==> src/rtl/scan_chain_ctrl.sv <==
// scan_chain_ctrl: sends one SELECT/address/data/UPDATE frame down a TCK scan chain,
// pacing every TCK edge on the returned RTCK and capturing TDO in the data slots.
module scan_chain_ctrl #(
  parameter int DATA_WIDTH = 8,
  parameter int ADDR_WIDTH = 8,
  parameter int CLK_DIV    = 2,
  parameter int TIMEOUT    = 255
) (
  input  logic                  clk,
  input  logic                  reset,
  input  logic                  start,
  input  logic [ADDR_WIDTH-1:0] addr,
  input  logic [DATA_WIDTH-1:0] i_pins,
  input  logic                  rtck,
  input  logic                  tdo,
  output logic                  tck,
  output logic                  tms,
  output logic                  tdi,
  output logic [DATA_WIDTH-1:0] o_pins,
  output logic                  busy,
  output logic                  done,
  output logic                  error
);

  localparam int NBITS = ADDR_WIDTH + DATA_WIDTH + 2;
  localparam int PAYW  = ADDR_WIDTH + DATA_WIDTH;
  localparam int SLW   = $clog2(NBITS);
  localparam int DIVW  = (CLK_DIV > 1) ? $clog2(CLK_DIV) : 1;
  localparam int TOW   = (TIMEOUT > 1) ? $clog2(TIMEOUT) : 1;

  localparam logic [SLW-1:0]  LAST_SLOT  = SLW'(NBITS - 1);
  localparam logic [SLW-1:0]  DATA_FIRST = SLW'(ADDR_WIDTH + 1);
  localparam logic [SLW-1:0]  DATA_LAST  = SLW'(ADDR_WIDTH + DATA_WIDTH);
  localparam logic [DIVW-1:0] DIV_LAST   = DIVW'(CLK_DIV - 1);
  localparam logic [TOW-1:0]  TO_LAST    = TOW'(TIMEOUT - 1);

  typedef enum logic [2:0] {IDLE, LOW, HIGH, WAIT_FALL, FINISH} state_e;

  state_e                state_q;
  logic                  rtckMeta_q, rtckSync_q, tdoMeta_q, tdoSync_q;
  logic                  tck_q, tms_q, tdi_q, busy_q, done_q, error_q;
  logic [DATA_WIDTH-1:0] oPins_q, capture_q;
  logic [PAYW-1:0]       payload_q;
  logic [SLW-1:0]        slot_q;
  logic [DIVW-1:0]       divCnt_q;
  logic [TOW-1:0]        toCnt_q;

  logic [DATA_WIDTH-1:0] captureShift;
  logic [SLW-1:0]        nextSlot;
  logic                  inDataSlot;

  // New samples enter at the MSB so the first data slot ends up in bit 0.
  assign captureShift = DATA_WIDTH'({tdoSync_q, capture_q} >> 1);
  assign nextSlot     = slot_q + 1'b1;
  assign inDataSlot   = (slot_q >= DATA_FIRST) && (slot_q <= DATA_LAST);

  assign tck    = tck_q;
  assign tms    = tms_q;
  assign tdi    = tdi_q;
  assign o_pins = oPins_q;
  assign busy   = busy_q;
  assign done   = done_q;
  assign error  = error_q;

  always_ff @(posedge clk) begin
    if (reset) begin
      rtckMeta_q <= 1'b0;
      rtckSync_q <= 1'b0;
      tdoMeta_q  <= 1'b0;
      tdoSync_q  <= 1'b0;
    end else begin
      rtckMeta_q <= rtck;
      rtckSync_q <= rtckMeta_q;
      tdoMeta_q  <= tdo;
      tdoSync_q  <= tdoMeta_q;
    end
  end

  always_ff @(posedge clk) begin
    if (reset) begin
      state_q   <= IDLE;
      tck_q     <= 1'b0;
      tms_q     <= 1'b0;
      tdi_q     <= 1'b0;
      busy_q    <= 1'b0;
      done_q    <= 1'b0;
      error_q   <= 1'b0;
      oPins_q   <= '0;
      capture_q <= '0;
      payload_q <= '0;
      slot_q    <= '0;
      divCnt_q  <= '0;
      toCnt_q   <= '0;
    end else begin
      done_q <= 1'b0;
      unique case (state_q)
        IDLE: begin
          if (start) begin
            payload_q <= {i_pins, addr};
            error_q   <= 1'b0;
            busy_q    <= 1'b1;
            slot_q    <= '0;
            divCnt_q  <= '0;
            tms_q     <= 1'b1;
            tdi_q     <= 1'b0;
            state_q   <= LOW;
          end
        end
        LOW: begin
          if (divCnt_q == DIV_LAST) begin
            tck_q    <= 1'b1;
            divCnt_q <= '0;
            toCnt_q  <= '0;
            state_q  <= HIGH;
          end else begin
            divCnt_q <= divCnt_q + 1'b1;
          end
        end
        HIGH: begin
          if (divCnt_q != DIV_LAST) divCnt_q <= divCnt_q + 1'b1;
          if (rtckSync_q && (divCnt_q == DIV_LAST)) begin
            if (inDataSlot) capture_q <= captureShift;
            tck_q   <= 1'b0;
            toCnt_q <= '0;
            state_q <= WAIT_FALL;
          end else if (toCnt_q == TO_LAST) begin
            error_q <= 1'b1;
            done_q  <= 1'b1;
            tck_q   <= 1'b0;
            tms_q   <= 1'b0;
            tdi_q   <= 1'b0;
            state_q <= FINISH;
          end else begin
            toCnt_q <= toCnt_q + 1'b1;
          end
        end
        WAIT_FALL: begin
          if (!rtckSync_q) begin
            if (slot_q == LAST_SLOT) begin
              oPins_q <= capture_q;
              done_q  <= 1'b1;
              tms_q   <= 1'b0;
              tdi_q   <= 1'b0;
              state_q <= FINISH;
            end else begin
              // Marker/data for the next slot are set up here, on LOW entry only.
              slot_q   <= nextSlot;
              divCnt_q <= '0;
              state_q  <= LOW;
              if (nextSlot == LAST_SLOT) begin
                tms_q <= 1'b1;
                tdi_q <= 1'b0;
              end else begin
                tms_q     <= 1'b0;
                tdi_q     <= payload_q[0];
                payload_q <= payload_q >> 1;
              end
            end
          end else if (toCnt_q == TO_LAST) begin
            error_q <= 1'b1;
            done_q  <= 1'b1;
            tck_q   <= 1'b0;
            tms_q   <= 1'b0;
            tdi_q   <= 1'b0;
            state_q <= FINISH;
          end else begin
            toCnt_q <= toCnt_q + 1'b1;
          end
        end
        FINISH: begin
          busy_q  <= 1'b0;
          state_q <= IDLE;
        end
        default: state_q <= IDLE;
      endcase
    end
  end

endmodule

==> config.mk <==
export PLATFORM = sky130hd
export DESIGN_NAME = scan_chain_ctrl
export DESIGN_NICKNAME = d
export VERILOG_FILES = /design/src/rtl/scan_chain_ctrl.sv
export SDC_FILE = /design/constraint.sdc
export NUM_CORES = 1
export LEC_CHECK = 0
export CAP_MARGIN = 10
export CORE_MARGIN = 8
export CORE_UTILIZATION = 63
export DETAILED_ROUTE_END_ITERATION = 12
export DONT_BUFFER_PORTS = 1
export HOLD_SLACK_MARGIN = 0.03
export PLACE_DENSITY = 0.77
export SYNTH_ARGS = -nofsm -noshare
export SYNTH_HDL_FRONTEND = slang
export SYNTH_SLANG_ARGS = --single-unit
==> constraint.sdc <==
create_clock -name clk -period 2.13 [get_ports clk]
set_input_delay 0.426 -clock clk [delete_from_list [all_inputs] [get_ports clk]]
set_output_delay 0.426 -clock clk [all_outputs]
set_load 0.02 [all_outputs]
=== After elaboration in Yosys (flattened, before gate mapping) ===
Index checks and enable logic that the tools add are counted.

* Logic and storage cells: 110
* Input port bits: 21
* Output and inout port bits: 14
* Register bits: 59

* $add $sub $neg: 3
* Multiplexer cells: 55
* Equality and inequality tests: 14
* Bitwise operators: 1
* Magnitude comparators: 2
* Reductions and logical operators: 18

{| class="wikitable"
|+ Operators with widths
! operator !! number
|-
| $mux 16 || 4
|-
| $mux 8 || 4
|-
| $pmux 16 s2 || 1
|-
| $mux 1 || 27
|-
| $pmux 8 s3 || 1
|-
| $mux 3 || 6
|-
| $mux 5 || 3
|-
| $ne 2x2->1 const B || 7
|-
| $pmux 1 s3 || 4
|-
| $pmux 3 s4 || 1
|-
| $reduce_and 3->1 || 4
|-
| $reduce_and 4->1 || 3
|-
| $eq 5x5->1 const B || 2
|-
| $pmux 5 s2 || 1
|-
| $add 8x1->8 const B || 1
|-
| $eq 8x8->1 const B || 1
|-
| $eq 3x2->1 const B || 2
|-
| $reduce_bool 3->1 || 2
|-
| $add 5x1->5 const B || 1
|-
| $ge 5x4->1 const B || 1
|-
| $le 5x5->1 const B || 1
|-
| $reduce_and 5->1 || 1
|-
| $pmux 1 s2 || 2
|-
| $pmux 1 s4 || 1
|-
| 9 further kinds || 12
|}

=== Logic depth before layout (Yosys ltp) ===
Gate-level depths: netlist of the first run.

* Word-level depth: 6
* Gate-level depth with buffers: 8
* Depth with buffers taken out: 7

=== Worst setup path before layout of the first run ===
Ideal clock, no wire load.

* Kind: reg2reg
* From: register slot_q[1]
* To: register payload_q[12]
* Required time: 1.995 ns
* Path slack: 0.335 ns
* Cell stages (with the launch flop): 9
* Period minus slack after synthesis: 1.795 ns
* Path buffers: 1
* Setup time: 0.135 ns
* Data arrival time: 1.661 ns
* Cell sequence: dfxtp_1 -> inv_1 -> ha_1 -> and4bb_4 -> nor3_4 -> o2111ai_4 -> buf_6 -> a221oi_2 -> o32ai_1

* Cells in the longest elaborated chain, start to end: 4
* Elaborated cells between the ends (all ways): 6
* Those cells by class: add/sub (1); eq/ne (4); reduce/logical (1)

{| class="wikitable"
|+ Ends and longest elaborated chain
! what !! RTL line !! RTL
|-
| from (decl) || 44 || <nowiki>logic [SLW-1:0] slot_q;</nowiki>
|-
| from (signal assigned) || 147 || <nowiki>slot_q <= nextSlot;</nowiki>
|-
| $add 5x1->5 || 54 || <nowiki>assign nextSlot = slot_q + 1'b1;</nowiki>
|-
| $eq 5x5->1 || 150 || <nowiki>if (nextSlot == LAST_SLOT) begin</nowiki>
|-
| $ne 2x2->1 (no source line) || - ||
|-
| $reduce_and 5->1 (no source line) (*) || - ||
|-
| to (signal assigned) || 99 || <nowiki>payload_q <= {i_pins, addr};</nowiki>
|-
| to (signal assigned) || 156 || <nowiki>payload_q <= payload_q >> 1;</nowiki>
|-
| to (decl) || 43 || <nowiki>logic [PAYW-1:0] payload_q;</nowiki>
|}

Mark *: on every way between the ends. The rest lies on a longest branch, timed or not.
A chain may end at the register's enable or synchronous reset.

=== Worst setup path in the final report of the first run ===
* From: register slot_q[1]
* To: register payload_q[0]

The elaborated chain is that of the path after synthesis.

==> metrics.md, run 1 <==
| Metric | Value |
|---|---|
| Compound-Gate Fraction of Synth Area | `20.6%` |
| Largest net degree at the start of global routing | `60` |
| DR WL met2 | `~3.2 mm` |
| H-tree depth | `3` |
| CP max FO | `15` |
| Synthesized instance count | `335` |
| Row count | `25` |
| Status | `finished clean` |
| Area of the multi-input gates | `0.00181 sq mm` |
| Crit start category | `flip-flop` |
| Crit Path Category | `reg -> reg` |
| Hold buffers post-CTS | `0` |
| Max Clk Rate | `502 MHz` |
| Ant. Diodes | `0` |
| EDFF count, synth | `0` |
| Router iterations before antenna repair | `4` |
| Pre-CTS setup slack | `0.0350 ns` |
| Detailed Route Iter0 Violations | `197` |
| Post-Route WL | `6.79 mm` |
| Unrepaired setup endpoints after global routing | `no` |
| Core area | `0.00479 sq mm` |
| Peak VDD IR | `0.000600 V` |
| Crit path largest cell delay | `0.42 ns` |
| Min-delay src | `reset` |
| Final net count | `around 360` |
| Synth Area in Simple Gates | `about 20%` |
| Clock root cell | `clkbuf_8` |
| Die area | `about 0.0075 sq mm` |
| CP arrival | `2.21 ns` |
| Syn. warnings | `0` |
| Post-Synth Adder-Cell Area | `1.98%` |
| Capturing point of the worst reg2reg path | `payload_q[0]` |
| DR top layer | `met4` |
| Setup crit end kind | `flip-flop` |
| Post-synthesis mux area share | `14.6%` |
| GR Overflow Total | `0` |
| Fillers | `about 360` |
| Met1 Routed Length | `3.07 mm` |
| Final WS setup | `0.137 ns` |
| Hold Crit Depth | `1` |
| Slew HR | `68.8%` |
| Post-route ant nets | `0` |
| Mapped Nets | `361` |
| Share of layout cells above drive strength 1 | `16.1%` |
| Metal3 WL | `421 um` |
| Hold Path Class | `in -> reg` |
| Skew final | `0.0103 ns` |
| Vias post-DR | `2,524` |
| Avg Cell Area, Syn | `about 9.4 sq um` |
| WHS Endpoint | `busy` |
| Post-synth ARST share | `0%` |
| FF+latch count, synth | `59` |
| Static Leak | `0.00136 uW` |
| Final setup fails | `0` |
| Sequential share of the synthesized area | `37.4%` |
| Post-synth top flop | `dfxtp_1` |
| Antenna violations before repair | `0` |
| CP Data Required Time | `roughly 2.4 ns` |
| Critical Path, Cell by Cell | `inv_1 -> ha_1 -> and4bb_4 -> nor3_4 -> o2111ai_4 -> buf_12 -> a221oi_1 -> o32ai_1` |
| Largest family of logic cells by synthesized area | `compound AO/OA/AOI/OAI gates` |
| Power Dens Cells | `953 mW/mm^2` |
| Setup TNS | `0 ns` |
| Drt drc | `0` |
| Mapped Area | `0.00316 sq mm` |
| Post-Layout Cell Count | `409` |
| Final period utilization | `just over 90%` |
| Worst-Skew Late Latency | `0.34 ns` |
| FF-to-FF path depth | `8` |
| Port-buffer cells | `0` |
| Vias per inst | `6.17` |
| Flip-flop and latch area | `0.00118 sq mm` |
| Number of global-route vias before repair | `2,342` |
| Clock transition at path regs | `0.07 ns` |
| GP Congestion | `about 0.84` |
| R2R Path Start | `slot_q[1]` |
| Final hold vios | `0` |
| Critical Path Slowest Stage Cell | `dfxtp_1` |
| Area grow syn2layout | `9.02%` |
| CTS tree | `built` |
| Tmin final | `1.99 ns` |
| Worst Max-Slew Pin Slew | `0.465 ns` |
| Die width | `86.8 um` |
| R2r setup slk | `0.14 ns` |
| Post-synthesis cell type count | `45` |
| Xor/xnor share of the synthesized area | `0%` |
| Placed Cells | `392` |
| WL per Instance | `approximately 17 um` |
| First-pass GRT wire length | `11.3 mm` |
| Slew Viols, Final | `0` |
| Die Ht | `between 80 and 90 um` |
| Num CTS Buffers | `9` |
| Max-cap check violation count | `0` |
| Initial Utilization | `66.1%` |
| All-Layer GR Usage | `between 10% and 20%` |
| CTS Buffer Depth | `2` |
| Hpwl dp | `4.55 mm` |
| # IOs | `35` |
| CTS sink cnt | `59` |
==> power by group <==
part	switching, uW	internal (uW)
Clock	480	545
Sequential	131	1210
Combinational	498	419
==> synthesized netlist by cell type, types with 5 or more instances <==
cell | count | area (sq um)
dfxtp_1 | 59 | 1180
mux2i_1 | 46 | 460
nor2_1 | 34 | 128
a21oi_1 | 18 | 90.1
nand2_1 | 16 | 60.1
o32ai_1 | 16 | 140
o21ai_0 | 14 | 70.1
nor3_1 | 13 | 65.1
nor2b_1 | 11 | 68.8
a221oi_2 | 10 | 150
inv_1 | 9 | 33.8
buf_4 | 8 | 60.1
clkbuf_1 | 8 | 30.0
nand3_1 | 7 | 35.0
a221oi_1 | 6 | 52.6
buf_2 | 6 | 30.0
and3_1 | 5 | 31.3
ha_1 | 5 | 62.6
==> sequential cells by signal (all words and copies together) (netlist names), 3 cells and up <==
| name | cells |
|---|---|
| payload_q | 16 |
| o_pins | 8 |
| capture_q | 8 |
| state_q | 3 |
| toCnt_q | 8 |
| slot_q | 5 |
==> worst max path at each step <==
stage | from | to | slack [ns] | depth (start not counted)
floorplan | slot_q[1] | payload_q[12] | 0.33 | 8
global placement | slot_q[1] | payload_q[3] | 0.12 | 7
detailed placement | slot_q[1] | payload_q[0] | 0.03 | 7
CTS | slot_q[1] | payload_q[2] | 0.004 | 7
global route | slot_q[1] | payload_q[3] | 0.04 | 8
finish | slot_q[1] | payload_q[0] | 0.14 | 8
==> final cells by class <==
type                    instances  area share, %
multi-input cells             243           52.5
flip-flops and latches         59           34.3
repair buffers                 15           3.99
clock buffers                   9           3.59
well taps                      67           2.43
clock inverters                 7           2.21
inverters                       9          0.980
==> worst max-delay path: cells and delay by family (launching register included) <==
kind	cells	cell delay (ns)
fa+ha+maj	1	0.21
flops	1	0.42
compound gates	3	0.53
buf+inv	2	0.28
simple gates	2	0.44
==> layer usage <==
layer / global-route usage, % / vias up
li1: - / 1268
met1: 23.0 / 1185
met2: 28.9 / 62
met3: 4.73 / 9
met4: 9.55 / 0
met5: 0 / -
==> cells by family after synthesis <==
family | count (synthesis)
AO/OA/AOI/OAI | 81
adder cells (fa/ha/maj) | 5
buffers and inverters | 33
flip-flops | 59
multiplexers | 46
AND/OR/NAND/NOR | 111
==> placed cells by master (no fill, tap or decap), drive strengths merged, types with 2 or more instances in the layout <==
| cell type | synthesis | layout |
|---|---|---|
| nand3 | 7 | 7 |
| and3 | 5 | 5 |
| and2 | 2 | 2 |
| nand2 | 16 | 16 |
| a21o | 2 | 2 |
| nor2 | 36 | 36 |
| clkinvlp | 0 | 2 |
| buf | 16 | 15 |
| a21oi | 19 | 19 |
| clkbuf | 8 | 9 |
| ha | 5 | 5 |
| nor4b | 2 | 2 |
| nand4 | 2 | 2 |
| mux2i | 46 | 46 |
| o32ai | 16 | 16 |
| nor2b | 11 | 11 |
| o2111ai | 2 | 2 |
| inv | 9 | 10 |
| a31oi | 4 | 4 |
| a221oi | 16 | 16 |
| o21ai | 14 | 14 |
| clkinv | 0 | 3 |
| nor3 | 15 | 15 |
| or3 | 3 | 3 |
| a211oi | 4 | 4 |
| nand3b | 5 | 5 |
| nor4 | 3 | 3 |
| dfxtp | 59 | 59 |
==> what timing repair did <==
item                                   4_1_cts  5_1_grt
setup endpoints to repair                    1       10
endpoints found under the hold margin        0        0
cloned                                       0        0
buffers inserted                             0        1
pin swaps                                    1        1
resized for setup                            0        1
==> metrics by stage <==
step / hold WS (ns) / area, sq um / total power, uW / utilization [%]
finish: 0.173 / 3450 / 3290 / 72.0
global route: 0.146 / 3450 / 3450 / 72.0
CTS: 0.137 / 3420 / 3260 / 71.5
detailed placement: 0.434 / 3220 / 2240 / 67.3
global placement: 0.418 / 3220 / 2210 / 67.3
floorplan: 0.414 / 3160 / 2090 / -
No activity file was read; power rests on OpenSTA's default activity.
==> inputs of run 2 (changes only) <==
--- a/config.mk
+++ b/config.mk
@@ -15,3 +15,4 @@
 export SYNTH_ARGS = -nofsm -noshare
 export SYNTH_HDL_FRONTEND = slang
 export SYNTH_SLANG_ARGS = --single-unit
+export TNS_END_PERCENT = 50
==> results of run 2 <==
The final DEF is identical to that of run 1; final timing and power are the same.
==> inputs of run 3 (changes only) <==
--- a/config.mk
+++ b/config.mk
@@ -5,13 +5,16 @@
 export SDC_FILE = /design/constraint.sdc
 export NUM_CORES = 1
 export LEC_CHECK = 0
+export ABC_AREA = 0
 export CAP_MARGIN = 10
+export CORE_ASPECT_RATIO = 1.2
 export CORE_MARGIN = 8
 export CORE_UTILIZATION = 63
 export DETAILED_ROUTE_END_ITERATION = 12
 export DONT_BUFFER_PORTS = 1
 export HOLD_SLACK_MARGIN = 0.03
 export PLACE_DENSITY = 0.77
+export SLEW_MARGIN = 30
 export SYNTH_ARGS = -nofsm -noshare
 export SYNTH_HDL_FRONTEND = slang
 export SYNTH_SLANG_ARGS = --single-unit
==> run 3 against run 2 <==
Clock power down 10%. Die area up 0.13%. Sequential power about the same. Via count down 1.2%. Critical path type unchanged.
==> metrics.md, run 3 (synthesis gave the netlist of run 1 again) <==
| Metric | Value |
|---|---|
| Antenna violations before repair | `0` |
| Worst Max-Slew Pin Slew | `0.447 ns` |
| Pre-CTS setup slack | `approximately 0.053 ns` |
| Post-cts resize count | `0` |
| R2r setup slk | `0.12 ns` |
| Final Hold Slack | `0.150 ns` |
| Status | `finished clean` |
| Met1 usage | `20.6%` |
| CTS sink cnt | `59` |
| Skew final | `just under 0.01 ns` |
| Max Clk Rate | `between 400 and 500 MHz` |
| Clock transition at path regs | `0.07 ns` |
| Most common cell after layout, fill and taps aside | `dfxtp_1` |
| Area grow syn2layout | `7.40%` |
| Hold buffers post-CTS | `0` |
| CP Data Required Time | `roughly 2.4 ns` |
| DP Area | `0.00319 sq mm` |
| Slew Viols, Final | `0` |
| GR Overflow Total | `0` |
| Die area | `0.00755 sq mm` |
| Share of layout cells above drive strength 1 | `15.3%` |
| Power Dens Cells | `~900 mW/mm^2` |
| Vias post-DR | `roughly 2,500` |
| CTS tree | `built` |
| Router iterations before antenna repair | `4` |
| All-Layer GR Usage | `17.7%` |
| Static Leak | `0.00134 uW` |
| Largest net degree at the start of global routing | `60` |
| Final hold vios | `0` |
| Row count | `28` |
| Final period utilization | `roughly 94%` |
| CP arrival | `2.22 ns` |
| # IOs | `35` |
| Met3 usage | `about 6.7%` |
| Slew HR | `70.1%` |
| Port-buffer cells | `0` |
| Hold Crit Depth | `1` |
| Post-CTS Setup Bufs | `0` |
| Max FFs per register | `16` |
| Clock root cell | `clkbuf_8` |
| GR peak layer | `met2` |
| Tmin final | `2.01 ns` |
| M2 GR Usage | `around 28%` |
| CTS Buffer Depth | `2` |
| Worst-Skew Late Latency | `0.34 ns` |
| Core area | `0.00487 sq mm` |
| Hold Path Class | `in -> reg` |
| Num CTS Buffers | `9` |
| Vias per inst | `approximately 6.2` |
| Ant. Diodes | `0` |
| CP max FO | `9` |
| Setup crit end kind | `flip-flop` |
| Final net count | `~360` |
| Final WS setup | `0.125 ns` |
| Post-route ant nets | `0` |
| Die Ht | `93.6 um` |
| Number of global-route vias before repair | `2,373` |
| First-pass GRT wire length | `roughly 11 mm` |
| Crit Path Category | `reg -> reg` |
| FF-to-FF path depth | `8` |
| Post-Route WL | `6.61 mm` |
| Drt drc | `0` |
| WL per Instance | `approximately 17 um` |
| Design Area, Final | `0.00340 sq mm` |
| Most frequent cells in the layout | `dfxtp_1, mux2i_1, nor2_1` |
| Biggest register | `payload_q` |
| Unrepaired setup endpoints after global routing | `no` |
| Max-cap check violation count | `0` |
| Final setup fails | `0` |
| Die width | `80.7 um` |
| Hpwl dp | `4.40 mm` |
| Initial Utilization | `64.9%` |
| Peak VDD IR | `0.000682 V` |
| H-tree depth | `3` |
| Crit start category | `flip-flop` |
| Detailed Route Iter0 Violations | `around 110` |
| GP Congestion | `0.882` |
| Setup TNS | `0 ns` |
run 3: cell types whose count changed in the layout (fill, tap and decap cells not counted):
cell,change
buf_4,-2
clkinvlp_4,+1
inv_6,-1
bufinv_16,-1
a221oi_1,+1
clkbuf_8,+1
clkinv_4,-1
clkinv_2,+1
a221oi_2,-1
run 3: area by class of cell:
type                       instances  area, sq um
sequential                        59         1180
timing repair buffer              13          123
clock inverter                     6         41.3
clock buffer                      10          138
inverter                           9         33.8
multi-input combinational        243         1800
fill                             397         1470
tap                               60         75.1
run 3: critical path, cell delays in order, from the launching register on:
cell	delay (ns)
dfxtp_1	0.41
inv_1	0.09
ha_1	0.20
and4bb_4	0.23
nor3_4	0.21
o2111ai_4	0.22
buf_12	0.21
a221oi_2	0.17
o32ai_1	0.13
run 3: stage by stage:
step	util [%]	power [uW]	std cells
after global routing	69.7	3310	400
after global placement	65.5	2190	382
after detailed placement	65.5	2220	382
final	69.7	3150	400
after floorplan	-	2090	335
after CTS	69.2	3130	398
run 3: final timing paths:
path | startpoint | to
max reg2reg | slot_q[1] | payload_q[11]
min reg2reg | rtckMeta_q | rtckSync_q
max | slot_q[1] | payload_q[11]
min | reset | divCnt_q
run 3: power by group:
part | leakage [uW] | switching (uW) | internal [uW]
combinational | 0.000773 | 486 | 403
clock | 0.0000843 | 468 | 450
sequential | 0.000480 | 129 | 1210
run 3: routing by layer:
metal	up-vias	share of wire (%)
met4	0	1.5
met1	1171	44
met5	-	0
met2	56	48
li1	1257	-
met3	9	6.8
